<file path="src/rtl/regfile_sb.sv">
// Parametrised register file with two bypassed read ports, a general write
// port, a dedicated PC write port and a per-register busy scoreboard.
module regfile_sb #(
  parameter int DATA_W = 16,
  parameter int NREGS  = 8,
  parameter int ADDR_W = 4,
  parameter int PC_IDX = 7,
  parameter logic [DATA_W-1:0] PC_RST = '0
) (
  input  logic              clk,
  input  logic              rst_n,
  input  logic [ADDR_W-1:0] rd_addr_a,
  input  logic [ADDR_W-1:0] rd_addr_b,
  output logic [DATA_W-1:0] rd_data_a,
  output logic [DATA_W-1:0] rd_data_b,
  output logic              rd_busy_a,
  output logic              rd_busy_b,
  input  logic              we_r,
  input  logic [ADDR_W-1:0] wr_addr,
  input  logic [DATA_W-1:0] wr_data,
  input  logic              we_pc,
  input  logic [DATA_W-1:0] pc_data,
  output logic [DATA_W-1:0] pc_out,
  input  logic              rsv_en,
  input  logic [ADDR_W-1:0] rsv_addr,
  output logic              rsv_ack,
  output logic              addr_err
);

  localparam logic [ADDR_W:0]   NREGS_W = (ADDR_W+1)'(NREGS);
  localparam logic [ADDR_W-1:0] PC_A    = ADDR_W'(PC_IDX);

  logic [DATA_W-1:0] regs [NREGS];
  logic [NREGS-1:0]  busy;

  logic wr_valid;
  logic rsv_valid;
  logic gen_wr_pc;
  logic pc_bypass;

  assign wr_valid  = {1'b0, wr_addr} < NREGS_W;
  assign rsv_valid = {1'b0, rsv_addr} < NREGS_W;
  assign gen_wr_pc = we_r && (wr_addr == PC_A);
  assign pc_bypass = we_pc && !gen_wr_pc;
  assign pc_out    = regs[PC_IDX];

  // Out-of-range read addresses match no entry and fall through to zero/not-busy.
  always_comb begin
    rd_data_a = '0;
    rd_data_b = '0;
    rd_busy_a = 1'b0;
    rd_busy_b = 1'b0;
    for (int i = 0; i < NREGS; i++) begin
      if (rd_addr_a == ADDR_W'(i)) begin
        rd_data_a = regs[i];
        rd_busy_a = busy[i];
      end
      if (rd_addr_b == ADDR_W'(i)) begin
        rd_data_b = regs[i];
        rd_busy_b = busy[i];
      end
    end
    if (pc_bypass && rd_addr_a == PC_A) rd_data_a = pc_data;
    if (pc_bypass && rd_addr_b == PC_A) rd_data_b = pc_data;
    if (we_r && wr_valid && wr_addr == rd_addr_a) begin
      rd_data_a = wr_data;
      rd_busy_a = 1'b0;
    end
    if (we_r && wr_valid && wr_addr == rd_addr_b) begin
      rd_data_b = wr_data;
      rd_busy_b = 1'b0;
    end
  end

  // Later assignments take priority: general write over PC write, reserve-set over write-clear.
  always_ff @(posedge clk) begin
    if (!rst_n) begin
      for (int i = 0; i < NREGS; i++)
        regs[i] <= (i == PC_IDX) ? PC_RST : '0;
      busy     <= '0;
      rsv_ack  <= 1'b0;
      addr_err <= 1'b0;
    end else begin
      rsv_ack <= 1'b0;
      if (we_pc) regs[PC_IDX] <= pc_data;
      for (int i = 0; i < NREGS; i++) begin
        if (we_r && wr_addr == ADDR_W'(i)) begin
          regs[i] <= wr_data;
          busy[i] <= 1'b0;
        end
      end
      for (int i = 0; i < NREGS; i++) begin
        if (rsv_en && rsv_addr == ADDR_W'(i) && !busy[i]) begin
          busy[i] <= 1'b1;
          rsv_ack <= 1'b1;
        end
      end
      if ((we_r && !wr_valid) || (rsv_en && !rsv_valid))
        addr_err <= 1'b1;
    end
  end

endmodule

</file>
<file path="config.mk">
export PLATFORM = sky130hd
export DESIGN_NAME = regfile_sb
export DESIGN_NICKNAME = d
export VERILOG_FILES = /design/src/rtl/regfile_sb.sv
export SDC_FILE = /design/constraint.sdc
export NUM_CORES = 1
export LEC_CHECK = 0
export ABC_AREA = 0
export CAP_MARGIN = 40
export CORE_MARGIN = 10
export CORE_UTILIZATION = 45
export DETAILED_ROUTE_END_ITERATION = 16
export DONT_BUFFER_PORTS = 1
export PLACE_DENSITY = 0.56
export SYNTH_ARGS = -nofsm -noshare
export SYNTH_HDL_FRONTEND = slang
export SYNTH_SLANG_ARGS = --single-unit
</file>
<file path="constraint.sdc">
create_clock -name clk -period 2.5 [get_ports clk]
set_clock_uncertainty 0.2 [all_clocks]
set_input_delay 0.25 -clock clk [delete_from_list [all_inputs] [get_ports clk]]
set_output_delay 0.25 -clock clk [all_outputs]
set_load 0.005 [all_outputs]
</file>
# Word level (Yosys, flattened, before mapping)
# Memory sizes are Yosys's and may differ from the RTL's.
# Index checks and enable logic that the tools add are counted.
# word_totals
inputBits,53
wordCells,207
register_bits,10
ram_bits,128
n_memories,1
# memory_table
memory,words,word_bits,rd,rd_clocked_by_memory_dff,write_ports,line,source
regs,8,16,8,0,8,33,logic [DATA_W-1:0] regs [NREGS];
# classes
mux,99
eq_ne,30
bitwise_logic,9
n_reduce_logical,56
magnitude_cmp,2
# op_table
operator,count
16-bit 2-to-1 mux,29
1-bit 2-to-1 mux,70
4-bit by 3-bit equality test with 1-bit output (second input constant),16
4-bit by 2-bit equality test with 1-bit output (second input constant),8
1-bit logical AND,32
4-bit by 1-bit equality test with 1-bit output (second input constant),4
4-bit logical NOT,4
2-bit nonzero test,8
1-bit logical NOT,11
1-bit bitwise OR,9
4-bit equality test,2
4-bit less-than comparator (second input constant),2
1-bit logical OR,1

# Depth between registers and ports, before layout
# Gate-level depths: netlist of run 1.
# logic_depth
depth_word,11
ltp_mapped,8
depth_no_buf,5

# Worst setup path before layout of run 1
# Ideal clock, no wire load.
# synth_path
path_kind,input-to-reg
startpoint,input port wr_addr[3]
endpoint,memory regs[3][0] (netlist: regs[0][48]) (enable)
required_ps,1928
n_path_buf,1
arrival_ps,1454
slack_ps,475
path_stages,5
cell_sequence,nand2b_1 > nor2_1 > nand3_1 > clkbuf_1 > nand2_1
# synth_rtl
item,line,source
from (decl),19,"input logic [ADDR_W-1:0] wr_addr,"
to (decl),33,

==> reports/results.tsv, run 1 <==
metric	value	unit
r2r_slack	0.93	ns
grt_pass1_vias	7431	
grt_antenna_before_repair	0	
min_from	wr_data[6]	
nNetsFinal	997	
drt-vias-per-instance	6.50	
clockBufferDepth	2	
whs_endpoint	regs[1][38]	
wl	32.9	mm
fin_util	0.529	
antennaDiodeCount	0	
yosys-top-cells-area	edfxtp_1 (44%), mux2i_1 (6.3%), nor2_1 (5.4%)	
dpl.hpwl	21.0	mm
clkSlewWorstSetupHoldPaths	0.06	ns
synth_cell_types	50	
area_growth	14.2	%
hold_violations	0	
avgSynthCellArea	9.43	µm²
end_kind	primary output	
place.gp.congestion	0.875	
dpl_cell_area	0.00889	mm²
stdcell_area	0.00999	mm²
core-area	0.0189	mm²
synth_warnings	0	
grt-ovfl-total	0	
worst_slew_pin_slew	0.691	ns
min_period	2.49	ns
yosys.area.top_type	edfxtp_1	
port_buffers	0	
cts_made_buffers	17	
cts_resized	0	
io_pins	105	
hold_path.class	in2reg	
reg2reg_from	busy[1]	
post-route-period-util	0.997	
r2r_end	busy[1]	
reg2reg_depth	4	
initial_core_util	0.463	
clock_latency	0.42	ns
timing.slew.headroom	0.540	
path_cells	mux2_2 -> a221o_1 -> a21oi_1 -> o221ai_1 -> o21a_1	
drtIter0Drc	1036	
die_area	0.0254	mm²
cp.required	2.05	ns
slowest_delay	0.41	ns
routedWlPerCell	27.1	µm
rows	50	
synth_area	0.00875	mm²
whs_path_depth	2	
synth.top_cell.area_share	0.439	
cap_violations	0	
synthCells	928	
drt_first_pass_iters	6	
synth_edf_count	128	
grt_max_degree	74	
die_w	159	µm
die_y	159	µm
setup_tns	0	ns
crit_buf_inv	0	
postSynth.asyncResetShare	0	
worst_ep_arrival_time	2.04	ns
crit_family	compound AO/OA/AOI/OAI gates	
vdd_drop_max	0.470	mV
drive_gt1_frac	0.0920	
ys_seq_area_frac	0.462	
p_leak	3.59	nW
setup_violations	0	
synth_nets	981	
crit_slowest_cell	edfxtp_1	
ys_seq_elements	138	
max_freq	401	MHz
status	complete, no violations	
path_max_fanout	2	
grt_setup_unrepaired	no	
grt_pass1_wl	48.1	mm
grtUsageTotal	0.247	
drc_errors	0	
synthFlopType	edfxtp_1	
num_vias	7911	
drv_slew	0	
cts_tree	yes	
cts-root-buf	clkbuf_16	
ctsHtreeMaxLevel	4	
start_kind	register	
powerDensity	626	mW/mm²
critPathKind	reg2out	
cts_sinks	138	
drtAntennaViolNets	0	
==> routing by layer <==
metal | vias to the layer above | part of all wire | GRT usage
met5 | - | 0 | 0
met2 | 596 | 0.45 | 0.383
met3 | 58 | 0.14 | 0.0769
met1 | 3843 | 0.40 | 0.328
li1 | 3414 | - | -
met4 | 0 | 0.019 | 0.0611
==> sequential cells by signal, indices dropped and copies added, names as in the netlist <==
name	count
addr_err	1
regs	128
rsv_ack	1
busy	8
==> cells in the mapped netlist, drive strengths merged (3+ instances only) <==
master,n
edfxtp,128
nor2,127
nand2,95
o21ai,64
a21oi,62
buf,59
mux2i,55
clkbuf,33
nor3,31
inv,30
nor2b,25
o2bb2ai,23
nand2b,18
a21boi,17
o21a,15
o22a,13
o211ai,11
a31oi,10
dfxtp,10
a22oi,9
nand3b,9
o22ai,9
a221oi,8
o221ai,8
mux4,7
a2bb2oi,6
nand3,6
mux2,5
xnor2,5
a2111oi,4
a221o,4
and3b,4
a211oi,3
nor4,3
==> worst max path at each step <==
stage,startpoint,end,slack (ns),depth (start not counted)
floorplan,wr_addr[3],regs[0][48],0.47,5
global placement,wr_addr[3],rd_data_b[11],0.34,6
detailed placement,we_r,rd_data_a[5],0.25,6
CTS,regs[0][62],rd_data_a[14],0.06,5
global route,regs[0][62],rd_data_a[14],0.0001,5
finish,regs[0][62],rd_data_a[14],0.007,5
==> power breakdown <==
group	switching (W)	internal, W
sequential	0.000115	0.00269
combinational	0.000484	0.000372
clock	0.00103	0.00157
==> repair_timing <==
item	4_1_cts	5_1_grt
endpoints found under the hold margin	45	0
setup buffers	0	0
hold buffers	49	0
==> cells by family after synthesis <==
| kind of cell | count (synthesis) | synth area share |
|---|---|---|
| buffers and inverters | 122 | 0.0709 |
| multiplexers | 67 | 0.0874 |
| AO/OA/AOI/OAI | 272 | 0.207 |
| flip-flops | 138 | 0.462 |
| AND/OR/NAND/NOR | 323 | 0.166 |
| XOR/XNOR | 6 | 0.00601 |
==> layout by cell type, fill, tap and decap left out, drive strengths merged, types with 17 or more instances in the layout <==
cell type and instances:
mux2i 55, buf 40, clkbuf 18, edfxtp 128
nor2b 25, nor3 31, nand2b 18, o21ai 64
a21oi 62, dlygate4sd3 49, inv 32, a21boi 17
nor2 127, nand2 95, o2bb2ai 23
==> per-stage QoR <==
stage                     hold slack [ns]  power (W)  setup WS [ns]  std cells
final                             0.00821    0.00626        0.00714       1217
after global routing               0.0292    0.00646      0.0000993       1217
after CTS                         0.00119    0.00626         0.0628       1216
after detailed placement            0.192    0.00360          0.252       1135
after global placement              0.188    0.00358          0.339       1135
after floorplan                     0.224    0.00344          0.475        928
==> area by class of cell <==
| type | count | area, µm² |
|---|---|---|
| fill | 1701 | 8900 |
| multi-input combinational | 668 | 4090 |
| sequential | 138 | 4040 |
| timing repair buffer | 89 | 823 |
| clock buffer | 18 | 429 |
| tap | 260 | 325 |
| clock inverter | 14 | 173 |
| inverter | 30 | 113 |
No activity file was read; power rests on OpenSTA's default activity.
==> inputs of run 2 (changes only) <==
Settings changed: CORE_ASPECT_RATIO set to 0.75, SETUP_SLACK_MARGIN set to 0.05.
==> run 2 against run 1 <==
Sequential share of layout area is 0.16 points lower. Non-clock buffer count is 2 higher. Maximum frequency is 4.9% higher. Die area is 0.23% higher. First-iteration DRC count is 13% lower. Highest routed layer unchanged. Global-route usage is 1.3 points lower.
==> reports/results.tsv, run 2 (synthesis gave the netlist of run 1 again) <==
metric	value	unit
setup_violations	0	
dpl.hpwl	20.0	mm
grt_pass1_vias	7753	
ctsHtreeMaxLevel	4	
clock_latency	0.44	ns
p_leak	3.62	nW
clockBufferDepth	2	
rows	44	
post-route-period-util	0.950	
post_cts_buffers	0	
top_layer	met4	
num_vias	7739	
die_area	0.0255	mm²
crit_family	compound AO/OA/AOI/OAI gates	
reg_top3	regs (128), busy (8)	
initial_core_util	0.455	
critPathKind	reg2out	
vdd_drop_max	0.364	mV
max_freq	421	MHz
whs_endpoint	regs[1][32]	
layout_common_cells	edfxtp_1 (128), nor2_1 (127), nand2_1 (95)	
cts_sinks	138	
largest-register	regs	
clkSlewWorstSetupHoldPaths	0.07	ns
path_cells	mux2_2 -> a221o_1 -> a21oi_1 -> o221ai_1 -> o21a_1	
crit_buf_inv	0	
cp.required	2.05	ns
min_period	2.38	ns
worst_slew_pin_slew	0.756	ns
met1_length	12.4	mm
grtUsageTotal	0.234	
layout_commonest_cell	edfxtp_1	
reg2reg_depth	4	
drc_errors	0	
reg2reg_from	busy[6]	
die_w	181	µm
worst_ep_arrival_time	1.93	ns
drv_slew	0	
drtIter0Drc	903	
wl	31.1	mm
drive_gt1_frac	0.0897	
crit_slowest_cell	edfxtp_1	
largest_reg_flops	128	
hold_path.class	in2reg	
slowest_delay	0.39	ns
routedWlPerCell	25.7	µm
whs_path_depth	2	
cts_tree	yes	
finalPower	0.00633	W
cts-root-buf	clkbuf_16	
grt_max_degree	74	
nNetsFinal	999	
grt_pass1_wl	46.2	mm
io_pins	105	
r2r_slack	0.84	ns
drt_first_pass_iters	7	
setup_tns	0	ns
die_y	141	µm
min_from	wr_data[0]	
place.gp.congestion	0.868	
grt_setup_unrepaired	no	
nFillCells	1732	
drt-vias-per-instance	6.38	
core-area	0.0192	mm²
cap_violations	0	
drtAntennaViolNets	0	
grt_antenna_before_repair	1	
status	complete, no violations	
grt-ovfl-total	0	
path_max_fanout	2	
wl_met3	3.11	mm
hold_violations	0	
area_growth	14.6	%
r2r_end	busy[6]	
end_kind	primary output	
timing.slew.headroom	0.496	
port_buffers	0	
start_kind	register	
cts_made_buffers	17	
wl_met2	14.9	mm
fin_util	0.522	
powerDensity	631	mW/mm²
-- run 2: worst max-delay path by stage --
stage                startpoint       endpoint  slack, ns  cells past startpoint
floorplan            wr_addr[3]    regs[0][48]       0.47                      5
global placement           we_r  rd_data_b[14]       0.34                      7
detailed placement         we_r  rd_data_b[14]       0.31                      7
CTS                 regs[0][30]  rd_data_a[14]       0.11                      5
global route        regs[0][42]  rd_data_a[10]       0.05                      5
finish              regs[0][30]  rd_data_a[14]       0.12                      5
-- run 2: what timing repair did --
| action | in CTS | in global routing |
|---|---|---|
| hold buffers | 54 | 0 |
| setup endpoints to repair | 0 | 2 |
| endpoints found under the hold margin | 57 | 0 |
| resized for setup | 0 | 3 |
-- run 2: stage by stage --
step	area [µm²]	hold WS [ns]	setup WS (ns)	cells
6_report	10000	0.0128	0.124	1213
5_1_grt	10000	0.0302	0.0548	1213
4_1_cts	10000	0.00529	0.110	1211
3_5_place_dp	8840	0.192	0.314	1125
3_3_place_gp	8840	0.188	0.336	1125
2_1_floorplan	8750	0.224	0.475	928
-- run 2: where the power goes --
part | internal, W | total [W] | switching, W
logic | 0.000372 | 0.000846 | 0.000475
clock network | 0.00167 | 0.00270 | 0.00103
registers | 0.00269 | 0.00279 | 0.000104
-- run 2: area by class of cell --
cell class,instances,area (µm²),area share
clock inverters,15,199,0.0198
diodes,1,2.50,0.000249
clock buffers,17,425,0.0424
flip-flops and latches,138,4040,0.403
well taps,253,317,0.0316
multi-input cells,668,4090,0.408
inverters,30,113,0.0112
repair buffers,91,841,0.0838
-- run 2: routing by layer --
layer	global-route usage	up-vias
li1	-	3420
met1	0.287	3802
met2	0.387	470
met3	0.0662	47
met4	0.0863	0
met5	0	-
==> inputs of run 3 (changes only) <==
--- a/config.mk
+++ b/config.mk
@@ -9,4 +9,3 @@
 export CAP_MARGIN = 40
-export CORE_ASPECT_RATIO = 0.75
-export CORE_MARGIN = 10
+export CORE_ASPECT_RATIO = 0.7
 export CORE_UTILIZATION = 45
==> constraint.sdc (replaced) <==
create_clock -name clk -period 2.5 [get_ports clk]
set_clock_uncertainty 0.2 [all_clocks]
set_input_delay 0.125 -clock clk [delete_from_list [all_inputs] [get_ports clk]]
set_output_delay 0.125 -clock clk [all_outputs]
set_load 0.005 [all_outputs]
==> run 3 against run 2 <==
Maximum frequency up 3.7%. First-iteration DRC count up 0.22%. Critical path type is now in2reg. Clock power down 7%. Global-route usage up 7.0 points.
==> reports/results.tsv, run 3 (synthesis gave the netlist of run 1 again) <==
metric	value	unit
finalPower	0.00615	W
grt_max_degree	74	
stdcell_area	0.00998	mm²
power_switching	0.00163	W
nNetsFinal	995	
post_cts_buffers	0	
comb_power_share	0.137	
max_freq	436	MHz
initial_core_util	0.461	
largest_reg_flops	128	
clkSlewWorstSetupHoldPaths	0.06	ns
seqCellArea	0.00404	mm²
path_max_fanout	4	
antennaDiodeCount	0	
fin_util	0.526	
area_growth	14.1	%
drv_slew	0	
core-area	0.0190	mm²
layout_setup_ws	0.208	ns
grt_pass1_vias	7537	
min_period	2.29	ns
start_kind	input port	
die_w	169	µm
largest-register	regs	
rows	42	
ctsHtreeMaxLevel	4	
powerDensity	616	mW/mm²
cp.required	2.67	ns
drt-vias-per-instance	6.34	
multi_input_area	0.00410	mm²
p_leak	3.59	nW
p_seq_frac	0.454	
grt_pass1_wl	45.0	mm
reg_top3	regs (128), busy (8)	
status	complete, no violations	
hold_path.class	in2reg	
pre_cts_ws	0.534	ns
drtIter0Drc	905	
cts-root-buf	clkbuf_16	
io_pins	105	
setup_violations	0	
end_kind	register	
vdd_drop_max	0.328	mV
num_vias	7728	
worst_ep_arrival_time	2.46	ns
post-route-period-util	0.917	
routedWlPerCell	24.7	µm
cts_tree	yes	
hold_violations	0	
grt_setup_unrepaired	no	
port_buffers	0	
nFillCells	1682	
p_int	0.00452	W
wl	30.1	mm
dpl.hpwl	19.2	mm
clockBufferDepth	2	
pwr-share-clk	0.409	
swShare	0.264	
drc_errors	0	
cts_sinks	138	
grtUsageTotal	0.304	
die_area	0.0200	mm²
die_y	119	µm
drive_gt1_frac	0.0859	
place.gp.congestion	0.933	
drtAntennaViolNets	0	
setup_tns	0	ns
critPathKind	in2reg	
layout_commonest_cell	edfxtp_1	
clock_latency	0.43	ns
drt_first_pass_iters	5	
timing.slew.headroom	0.489	
grt_antenna_before_repair	0	
worst_slew_pin_slew	0.767	ns
cap_violations	0	
layout_common_cells	edfxtp_1 (128), nor2_1 (127), nand2_1 (95)	
dpl_cell_area	0.00881	mm²
cts_made_buffers	17	
grt-ovfl-total	0	
-- run 3: cell types whose count changed in the layout (fill, tap and decap cells not counted), sizes merged --
cell / previous run / this run
buf: 37 / 31
dlygate4sd3: 53 / 56
bufinv: 4 / 2
clkbuf: 17 / 18
clkinvlp: 3 / 4
diode: 1 / 0
dlymetal6s4s: 1 / 0
-- run 3: timing repair --
action	CTS	global route
hold buffers	57	0
setup endpoints to repair	0	1
hold endpoints to repair	230	0
gates resized for setup	0	3
-- run 3: worst paths after layout --
check | from | end | slack (ns) | cells after the start
worst max register to register | busy[1] | busy[1] | 0.33 | 5
worst max-delay path | rsv_addr[3] | busy[1] | 0.21 | 8
worst min-delay path | rsv_addr[0] | rsv_ack | 0.02 | 5
worst min register to register | busy[3] | busy[3] | 0.38 | 2
-- run 3: stage by stage --
| step | hold slack (ns) | cells |
|---|---|---|
| after global routing | 0.0301 | 1219 |
| after floorplan | 0.0986 | 928 |
| after global placement | 0.0593 | 1130 |
| final | 0.0231 | 1219 |
| after detailed placement | 0.0662 | 1130 |
| after CTS | 0.00118 | 1219 |
-- run 3: layout make-up --
cell class	instances	share of cell area
Multi-Input combinational cell	668	0.411
Timing Repair Buffer	87	0.0820
Clock inverter	14	0.0149
Clock buffer	18	0.0430
Sequential cell	138	0.405
Inverter	30	0.0113
Tap cell	264	0.0331
-- run 3: worst max-delay path, stage by stage --
cell and delay, ns:
dlygate4sd3_1 0.58, nor2b_4 0.17, nand2_1 0.13, nor4_2 0.16, dlygate4sd3_1 0.58, a21oi_1 0.04, nor2b_1 0.11, dlygate4sd3_1 0.56
-- run 3: metal layers --
layer | wire length, µm | GRT usage | part of all wire
met2 | 14200 | 0.494 | 0.47
met4 | 707 | 0.102 | 0.023
met3 | 2890 | 0.0616 | 0.096
met1 | 12300 | 0.405 | 0.41
met5 | 0 | 0 | 0
-- run 3: power groups by stage --
stage	clock network [W]	registers (W)	logic, W
5_1_grt	0.00260	0.00281	0.000904
6_report	0.00251	0.00279	0.000841
3_3_place_gp	0	0.00283	0.000715
2_1_floorplan	0	0.00279	0.000653
4_1_cts	0.00252	0.00279	0.000827
3_5_place_dp	0	0.00283	0.000727
